$ cat src/rtl/mem_stage_pkg.sv
// Shared definitions for the memory-access stage: memop encodings, FSM states,
// pipeline-wide constants and small decode helpers.
package mem_stage_pkg;

   localparam logic [3:0] MEMOP_NONE = 4'd0;
   localparam logic [3:0] MEMOP_LB   = 4'd1;
   localparam logic [3:0] MEMOP_LH   = 4'd2;
   localparam logic [3:0] MEMOP_LW   = 4'd3;
   localparam logic [3:0] MEMOP_LBU  = 4'd4;
   localparam logic [3:0] MEMOP_LHU  = 4'd5;
   localparam logic [3:0] MEMOP_SB   = 4'd6;
   localparam logic [3:0] MEMOP_SH   = 4'd7;
   localparam logic [3:0] MEMOP_SW   = 4'd8;

   localparam logic        RST_ENABLE    = 1'b1;
   localparam logic        RST_DISABLE   = 1'b0;
   localparam logic        WRITE_ENABLE  = 1'b1;
   localparam logic        WRITE_DISABLE = 1'b0;
   localparam logic [31:0] ZERO_WORD     = 32'h0000_0000;

   typedef enum logic [1:0] {
      ST_IDLE   = 2'd0,
      ST_ACCESS = 2'd1,
      ST_DONE   = 2'd2
   } state_t;

   function automatic logic is_store(input logic [3:0] op);
      return (op == MEMOP_SB) || (op == MEMOP_SH) || (op == MEMOP_SW);
   endfunction

   // Index of the final byte of the access (nbytes - 1).
   function automatic logic [1:0] last_idx(input logic [3:0] op);
      case (op)
         MEMOP_LB, MEMOP_LBU, MEMOP_SB: return 2'd0;
         MEMOP_LH, MEMOP_LHU, MEMOP_SH: return 2'd1;
         default:                       return 2'd3;
      endcase
   endfunction

endpackage

$ cat src/rtl/mem_load_ext.sv
// Load result formatter: sign/zero extension of the assembled load bytes.
module mem_load_ext
   import mem_stage_pkg::*;
(
   input  logic [3:0]  op,
   input  logic [31:0] bytes,
   output logic [31:0] value
);

   always_comb begin
      case (op)
         MEMOP_LB:  value = {{24{bytes[7]}}, bytes[7:0]};
         MEMOP_LH:  value = {{16{bytes[15]}}, bytes[15:0]};
         MEMOP_LBU: value = {24'h000000, bytes[7:0]};
         MEMOP_LHU: value = {16'h0000, bytes[15:0]};
         default:   value = bytes;
      endcase
   end

endmodule

$ cat src/rtl/mem_stage.sv
// Memory-access pipeline stage: byte-serial loads/stores through the memory
// controller, stalling the pipeline until the access completes.
module mem_stage
   import mem_stage_pkg::*;
(
   input  logic        clk_in,
   input  logic        rst_in,
   input  logic [3:0]  ex_memop,
   input  logic [31:0] ex_result,
   input  logic [31:0] ex_storedata,
   input  logic [4:0]  ex_rd,
   input  logic        ex_wreg,
   output logic        mctl_req,
   output logic        mctl_wr,
   output logic [31:0] mctl_addr,
   output logic [7:0]  mctl_wdata,
   input  logic        mctl_ack,
   input  logic [7:0]  mctl_rdata,
   output logic        mem_wreg,
   output logic [4:0]  mem_rd,
   output logic [31:0] mem_wdata,
   output logic        stall_req
);

   state_t      state_reg, state_next;
   logic [1:0]  idx_reg, idx_next;
   logic [31:0] byte_buf_reg, byte_buf_next;
   logic [3:0]  op_reg, op_next;
   logic [31:0] addr_reg, addr_next;
   logic [31:0] sdata_reg, sdata_next;
   logic [4:0]  rd_reg, rd_next;
   logic        wreg_reg, wreg_next;
   logic [31:0] load_value;

   mem_load_ext u_load_ext (
      .op    (op_reg),
      .bytes (byte_buf_reg),
      .value (load_value)
   );

   always_ff @(posedge clk_in) begin
      if (rst_in == RST_ENABLE) begin
         state_reg    <= ST_IDLE;
         idx_reg      <= 2'd0;
         byte_buf_reg <= ZERO_WORD;
         op_reg       <= MEMOP_NONE;
         addr_reg     <= ZERO_WORD;
         sdata_reg    <= ZERO_WORD;
         rd_reg       <= 5'd0;
         wreg_reg     <= WRITE_DISABLE;
      end else begin
         state_reg    <= state_next;
         idx_reg      <= idx_next;
         byte_buf_reg <= byte_buf_next;
         op_reg       <= op_next;
         addr_reg     <= addr_next;
         sdata_reg    <= sdata_next;
         rd_reg       <= rd_next;
         wreg_reg     <= wreg_next;
      end
   end

   always_comb begin
      state_next    = state_reg;
      idx_next      = idx_reg;
      byte_buf_next = byte_buf_reg;
      op_next       = op_reg;
      addr_next     = addr_reg;
      sdata_next    = sdata_reg;
      rd_next       = rd_reg;
      wreg_next     = wreg_reg;
      mctl_req      = 1'b0;
      mctl_wr       = 1'b0;
      mctl_addr     = ZERO_WORD;
      mctl_wdata    = 8'h00;
      mem_wreg      = WRITE_DISABLE;
      mem_rd        = 5'd0;
      mem_wdata     = ZERO_WORD;
      stall_req     = 1'b0;

      case (state_reg)
         ST_IDLE: begin
            if (ex_memop == MEMOP_NONE) begin
               mem_wreg  = ex_wreg;
               mem_rd    = ex_rd;
               mem_wdata = ex_result;
            end else begin
               stall_req     = 1'b1;
               op_next       = ex_memop;
               addr_next     = ex_result;
               sdata_next    = ex_storedata;
               rd_next       = ex_rd;
               wreg_next     = ex_wreg;
               idx_next      = 2'd0;
               byte_buf_next = ZERO_WORD;
               state_next    = ST_ACCESS;
            end
         end
         ST_ACCESS: begin
            // Request fields depend only on registered state, so they hold until ack.
            mctl_req   = 1'b1;
            mctl_wr    = is_store(op_reg);
            mctl_addr  = addr_reg + {30'd0, idx_reg};
            mctl_wdata = sdata_reg[{idx_reg, 3'b000} +: 8];
            stall_req  = 1'b1;
            if (mctl_ack) begin
               if (!is_store(op_reg)) begin
                  byte_buf_next[{idx_reg, 3'b000} +: 8] = mctl_rdata;
               end
               if (idx_reg == last_idx(op_reg)) begin
                  state_next = ST_DONE;
               end else begin
                  idx_next = idx_reg + 2'd1;
               end
            end
         end
         ST_DONE: begin
            if (!is_store(op_reg)) begin
               mem_wreg  = wreg_reg;
               mem_rd    = rd_reg;
               mem_wdata = load_value;
            end
            state_next = ST_IDLE;
         end
         default: begin
            state_next = ST_IDLE;
         end
      endcase

      // Reset forces every output quiet in the reset cycle itself.
      if (rst_in == RST_ENABLE) begin
         mctl_req   = 1'b0;
         mctl_wr    = 1'b0;
         mctl_addr  = ZERO_WORD;
         mctl_wdata = 8'h00;
         mem_wreg   = WRITE_DISABLE;
         mem_rd     = 5'd0;
         mem_wdata  = ZERO_WORD;
         stall_req  = 1'b0;
      end
   end

endmodule
$ cat config.mk
export PLATFORM = sky130hd
export DESIGN_NAME = mem_stage
export DESIGN_NICKNAME = d
export VERILOG_FILES = /design/src/rtl/mem_stage_pkg.sv /design/src/rtl/mem_load_ext.sv /design/src/rtl/mem_stage.sv
export SDC_FILE = /design/constraint.sdc
export NUM_CORES = 1
export LEC_CHECK = 0
export CAP_MARGIN = 15
export CORE_MARGIN = 1
export CORE_UTILIZATION = 45
export CTS_CLUSTER_DIAMETER = 150
export DETAILED_ROUTE_END_ITERATION = 10
export PLACE_DENSITY_LB_ADDON = 0.2
export SYNTH_ARGS = -nofsm -noshare
export SYNTH_HDL_FRONTEND = slang
export SYNTH_HIERARCHICAL = 1
export SYNTH_SLANG_ARGS = --single-unit
$ cat constraint.sdc
create_clock -name clk_in -period 2.9 [get_ports clk_in]
set_input_delay 0.29 -clock clk_in [delete_from_list [all_inputs] [get_ports clk_in]]
set_output_delay 0.29 -clock clk_in [all_outputs]
set_load 0.01 [all_outputs]
=== After elaboration in Yosys (flattened, before gate mapping) ===
Index checks and enable logic that the tools add are counted.

* Flip-flop bits (word level): 110

* $add $sub $neg: 3
* Equal/unequal tests: 15
* Shifts and indexed selects: 3
* Multiplexer cells: 40
* Bitwise gates (word level): 1
* Reductions and logical operators: 11

{| class="wikitable"
|+ Operators by type and width
! cell !! count
|-
| 32-bit two-way mux || 8
|-
| 32-bit case mux with 2 select lines || 2
|-
| 32-bit case mux with 4 select lines || 1
|-
| 32-bit by 2-bit adder with 32-bit output || 1
|-
| 32-bit bitwise mux || 1
|-
| 8-bit by 7-bit variable shift with 32-bit output (first input constant) || 1
|-
| 32-bit by 6-bit variable part select with 8-bit output || 1
|-
| 8-bit by 7-bit variable part select with 32-bit output || 1
|-
| 4-bit by 3-bit equality test with 1-bit output (second input constant) || 4
|-
| 2-bit two-way mux || 8
|-
| 8-bit two-way mux || 2
|-
| 5-bit two-way mux || 3
|-
| 2-bit case mux with 2 select lines || 3
|-
| 2-bit inequality test (second input constant) || 5
|-
| 5-bit case mux with 2 select lines || 1
|-
| 1-bit two-way mux || 9
|-
| 4-bit AND reduction || 2
|-
| 5-bit negation with 7-bit output || 1
|-
| 3-bit OR reduction || 2
|-
| 4-bit by 1-bit equality test with 1-bit output (second input constant) || 1
|-
| 4-bit by 2-bit equality test with 1-bit output (second input constant) || 1
|-
| 4-bit equality test (second input constant) || 1
|-
| 4-bit logical NOT || 1
|-
| 1-bit case mux with 2 select lines || 2
|-
| 10 further kinds || 11
|}

=== Longest topological paths before layout ===
Gate-level depths: netlist of the first run.

* Word-level depth: 9
* Gate-level depth with buffers: 8

=== Cells and area by module ===
Netlist of the first run, hierarchy kept.

{| class="wikitable"
|+ By module, submodules not included
! module !! instances !! cells each !! area an instance (um2) !! sequential area each (um2)
|-
| mem_stage || 1 || 762 || 5699.2 || 2202.1
|-
| mem_load_ext || 1 || 49 || 396.6 || 0.0
|}

=== Worst setup path before layout of the first run ===
No wires, ideal clock.

* Path kind: reg-to-reg
* Start point: register idx_reg[1]
* End point: register byte_buf_reg[24]
* Setup time: 0.070 ns
* Data arrival time: 2.308 ns
* Required time: 2.830 ns
* Slack: 0.522 ns
* Stages on the path, launching flop included: 7
* Clock period less this slack: 2.378 ns
* Cells stage by stage: dfxtp_1 -> clkbuf_1 -> inv_1 -> ha_1 -> nor4_1 -> nand3_1 -> a21oi_1

* Cells in the longest elaborated chain, start to end: 6

{| class="wikitable"
|+ RTL lines
! item !! line !! RTL
|-
| start: declaration || mem_stage.sv:26 || <nowiki>logic [1:0] idx_reg, idx_next;</nowiki>
|-
| start signal: assignment || mem_stage.sv:53 || <nowiki>idx_reg <= idx_next;</nowiki>
|-
| 5-bit negation with 7-bit output (*) || mem_stage.sv:108 || <nowiki>byte_buf_next[{idx_reg, 3'b000} +: 8] = mctl_rdata;</nowiki>
|-
| 8-bit by 7-bit variable part select with 32-bit output or 8-bit by 7-bit variable shift with 32-bit output (tied branches) || mem_stage.sv:108 ||
|-
| 32-bit bitwise mux (*) || mem_stage.sv:108 ||
|-
| 32-bit two-way mux (*) || mem_stage.sv:107 || <nowiki>if (!is_store(op_reg)) begin</nowiki>
|-
| 32-bit two-way mux (*) || mem_stage.sv:106 || <nowiki>if (mctl_ack) begin</nowiki>
|-
| 32-bit case mux with 2 select lines (*) || mem_stage.sv:81 || <nowiki>case (state_reg)</nowiki>
|-
| end signal: assignment || mem_stage.sv:54 || <nowiki>byte_buf_reg <= byte_buf_next;</nowiki>
|-
| end: declaration || mem_stage.sv:27 || <nowiki>logic [31:0] byte_buf_reg, byte_buf_next;</nowiki>
|}

Every way passes the cells marked *; elsewhere a longest branch is shown, timed or not. The select of a mux whose other input is x is not followed.
A chain may end at the register's enable or synchronous reset.

=== Final worst setup path of the first run ===
* Start point: input ex_memop[0]
* End point: output mem_wdata[19]

* Cells in the longest elaborated chain, start to end: 4

{| class="wikitable"
|+ RTL lines
! item !! line !! RTL
|-
| start: declaration || mem_stage.sv:8 || <nowiki>input logic [3:0] ex_memop,</nowiki>
|-
| 4-bit logical NOT || mem_stage.sv:83 || <nowiki>if (ex_memop == MEMOP_NONE) begin</nowiki>
|-
| 32-bit two-way mux || mem_stage.sv:83 ||
|-
| 32-bit case mux with 2 select lines || mem_stage.sv:81 ||
|-
| 32-bit two-way mux || mem_stage.sv:131 || <nowiki>if (rst_in == RST_ENABLE) begin</nowiki>
|-
| end: declaration || mem_stage.sv:21 || <nowiki>output logic [31:0] mem_wdata,</nowiki>
|}

Every way passes these cells.

==> results.tsv, run 1 <==
metric	value	unit
clock-skew-final	7.10	ps
ios	166	
crit_fanout	38	
cts_tree	done	
first_iter_violations	460	
whs	453	ps
grt_pass1_vias	5591	
overflow	0	
hpwl	12000	um
drv_slew	0	
syn_to_final_growth	36.5	%
seq_area	0.00220	sq mm
ys_async_sr_fraction	0	%
hold_buffers	0	
vias	6039	
grtUsageTotal	25.3	%
tightestPinTransition	770	ps
postSynthCellCount	811	
clock-sinks	110	
vdd_ir_drop_max	0.240	mV
htreeDepth	3	
cts_max_path_buffers	2	
synth_edf_count	0	
first_pass_iters	5	
required	2610	ps
synth_compound_area_share	20.2	%
ys_ff_latch	110	
routed_wl	17300	um
antenna_left	0	
port_buffers	165	
antenna_found_initial	0	
dieWidth	118	um
num-fill-cells	1213	
ys_seq_area_share	36.1	%
max_freq	354	MHz
layout_common_cells	nand2_1, clkdlybuf4s50_1, a21oi_1, dfxtp_1, nor2_1	
setup_viol	0	
fin_util	62.8	%
period_share	97.4	%
leakagePower	0.00328	uW
drc	0	
vias_per_cell	5.38	
dieArea	0.0140	sq mm
final_nets	1033	
die_h	118	um
cp-start-kind	primary input	
place.gp.congestion	0.829	
power.density	452	mW/mm^2
ys_warn_count	6	
finalHoldViolCount	0	
cts-root-buf	clkbuf_16	
clk_latency	340	ps
synth_fa_ha_area_share	1.56	%
hold_class	reg -> reg	
muxShareOfSynthArea	3.12	%
slew_headroom	48.6	%
outcome	completed	
yosysUniqueCellTypes	52	
synthSimpleGateAreaFrac	28.5	%
start_util	46.0	%
synth_xor_area_share	4.02	%
min_period	2820	ps
multiInputGateArea	0.00359	sq mm
layout_commonest_cell	nand2_1	
rsz0062_at_grt	yes	
yosys_most_used_dff	dfxtp_1	
grt_start_max_net_pins	65	
synth_nets	903	
synth_top_family_by_area	simple AND/OR/NAND/NOR gates	
grt_pass1_wl	28800	um
core_area	0.0132	sq mm
path_class	in -> out	
syn_avg_cell_area	7.52	sq um
end_kind	primary output	
clk_pin_slew	70	ps
arrival	2530	ps
syn_area	0.00610	sq mm
n_antenna_cell	0	
maxCapViolations	0	
drive_above_1_share	9.73	%
std_cell_rows	42	
cts_made_buffers	9	
wl_per_cell	15.5	um
[per-stage QoR]
step | instance area (sq um) | worst slack, ps | setup TNS, ps | cells | power (uW)
4_1_cts | 8180 | 29.7 | 0 | 1121 | 3790
3_3_place_gp | 7820 | 91.8 | 0 | 1105 | 2340
2_1_floorplan | 6100 | 522 | 0 | 811 | 2090
6_report | 8320 | 76.7 | 0 | 1122 | 3760
5_1_grt | 8320 | -1.40 | -1.40 | 1122 | 3930
3_5_place_dp | 7820 | 48.3 | 0 | 1105 | 2350
[final cells by class]
cell class,count,area share [%]
timing repair buffer,187,22.9
multi-input combinational,621,43.1
sequential,110,26.5
clock buffer,9,2.71
clock inverter,7,1.58
inverter,12,0.586
tap,176,2.65
[kinds of logic after synthesis]
family | count (synthesis)
DFF | 110
xor gates and xnor gates | 28
AOI/OAI and AO/OA | 196
muxes | 9
and+or+nand+nor | 381
buffers and inverters | 80
adders and majority gates | 7
[report_power, final]
group / leakage (uW) / switching, uW / internal [uW]
Clock: 0.000169 / 580 / 857
Sequential: 0.000902 / 78.8 / 1600
Combinational: 0.00221 / 358 / 294
Total: 0.00328 / 1020 / 2750
[routing by layer]
metal	vias to the layer above	part of all wire, %	GRT usage, %
li1	3041	-	-
met5	-	0	0
met3	20	4.1	3.28
met4	0	1.7	7.20
met1	2816	46	34.1
met2	162	48	42.4
[worst paths after layout]
path,slack (ps),endpoint,start,depth (start not counted)
setup reg to reg,530,addr_reg[2]$_SDFFE_PP0P_,state_reg[0]$_SDFFE_PP0P_,5
setup / recovery,80,mem_wdata[19],ex_memop[0],7
hold / removal,450,sdata_reg[31]$_SDFFE_PP0P_,sdata_reg[31]$_SDFFE_PP0P_,2
hold reg to reg,450,sdata_reg[31]$_SDFFE_PP0P_,sdata_reg[31]$_SDFFE_PP0P_,2
[critical path: stages]
cell	delay, ps
clkdlybuf4s50_1	420
or4_4	580
nor3_2	170
clkbuf_16	260
a22oi_1	110
nor2_1	120
clkdlybuf4s50_1	560
[repair_timing]
action | 4_1_cts | 5_1_grt
gates resized for setup | 3 | 33
setup endpoints to repair | 19 | 26
gates cloned | 0 | 0
setup buffers | 0 | 1
pin swaps | 0 | 1
endpoints found under the hold margin | 0 | 0
[synth_stat cells, drive strengths merged, types with 6 or more instances]
master	number	area [sq um]
inv	12	45.0
ha	6	75.1
a21oi	112	576
buf	34	225
o21ai	7	35.0
nor4	15	119
nor2	74	278
a21o	28	218
dfxtp	110	2200
clkbuf	34	128
and2	12	75.1
mux4	8	180
a22oi	40	300
nand3	41	205
xnor2	23	201
nor3	13	65.1
nand2	192	721
No activity file was read; power rests on OpenSTA's default activity.
==> run 2, diff against run 1 <==
--- a/config.mk
+++ b/config.mk
@@ -6,7 +6,6 @@
 export NUM_CORES = 1
 export LEC_CHECK = 0
 export CAP_MARGIN = 15
-export CORE_MARGIN = 1
 export CORE_UTILIZATION = 45
 export CTS_CLUSTER_DIAMETER = 150
 export DETAILED_ROUTE_END_ITERATION = 10
==> results of run 2 <==
Same layout as run 1: the final DEF is identical, and so are final timing and power.
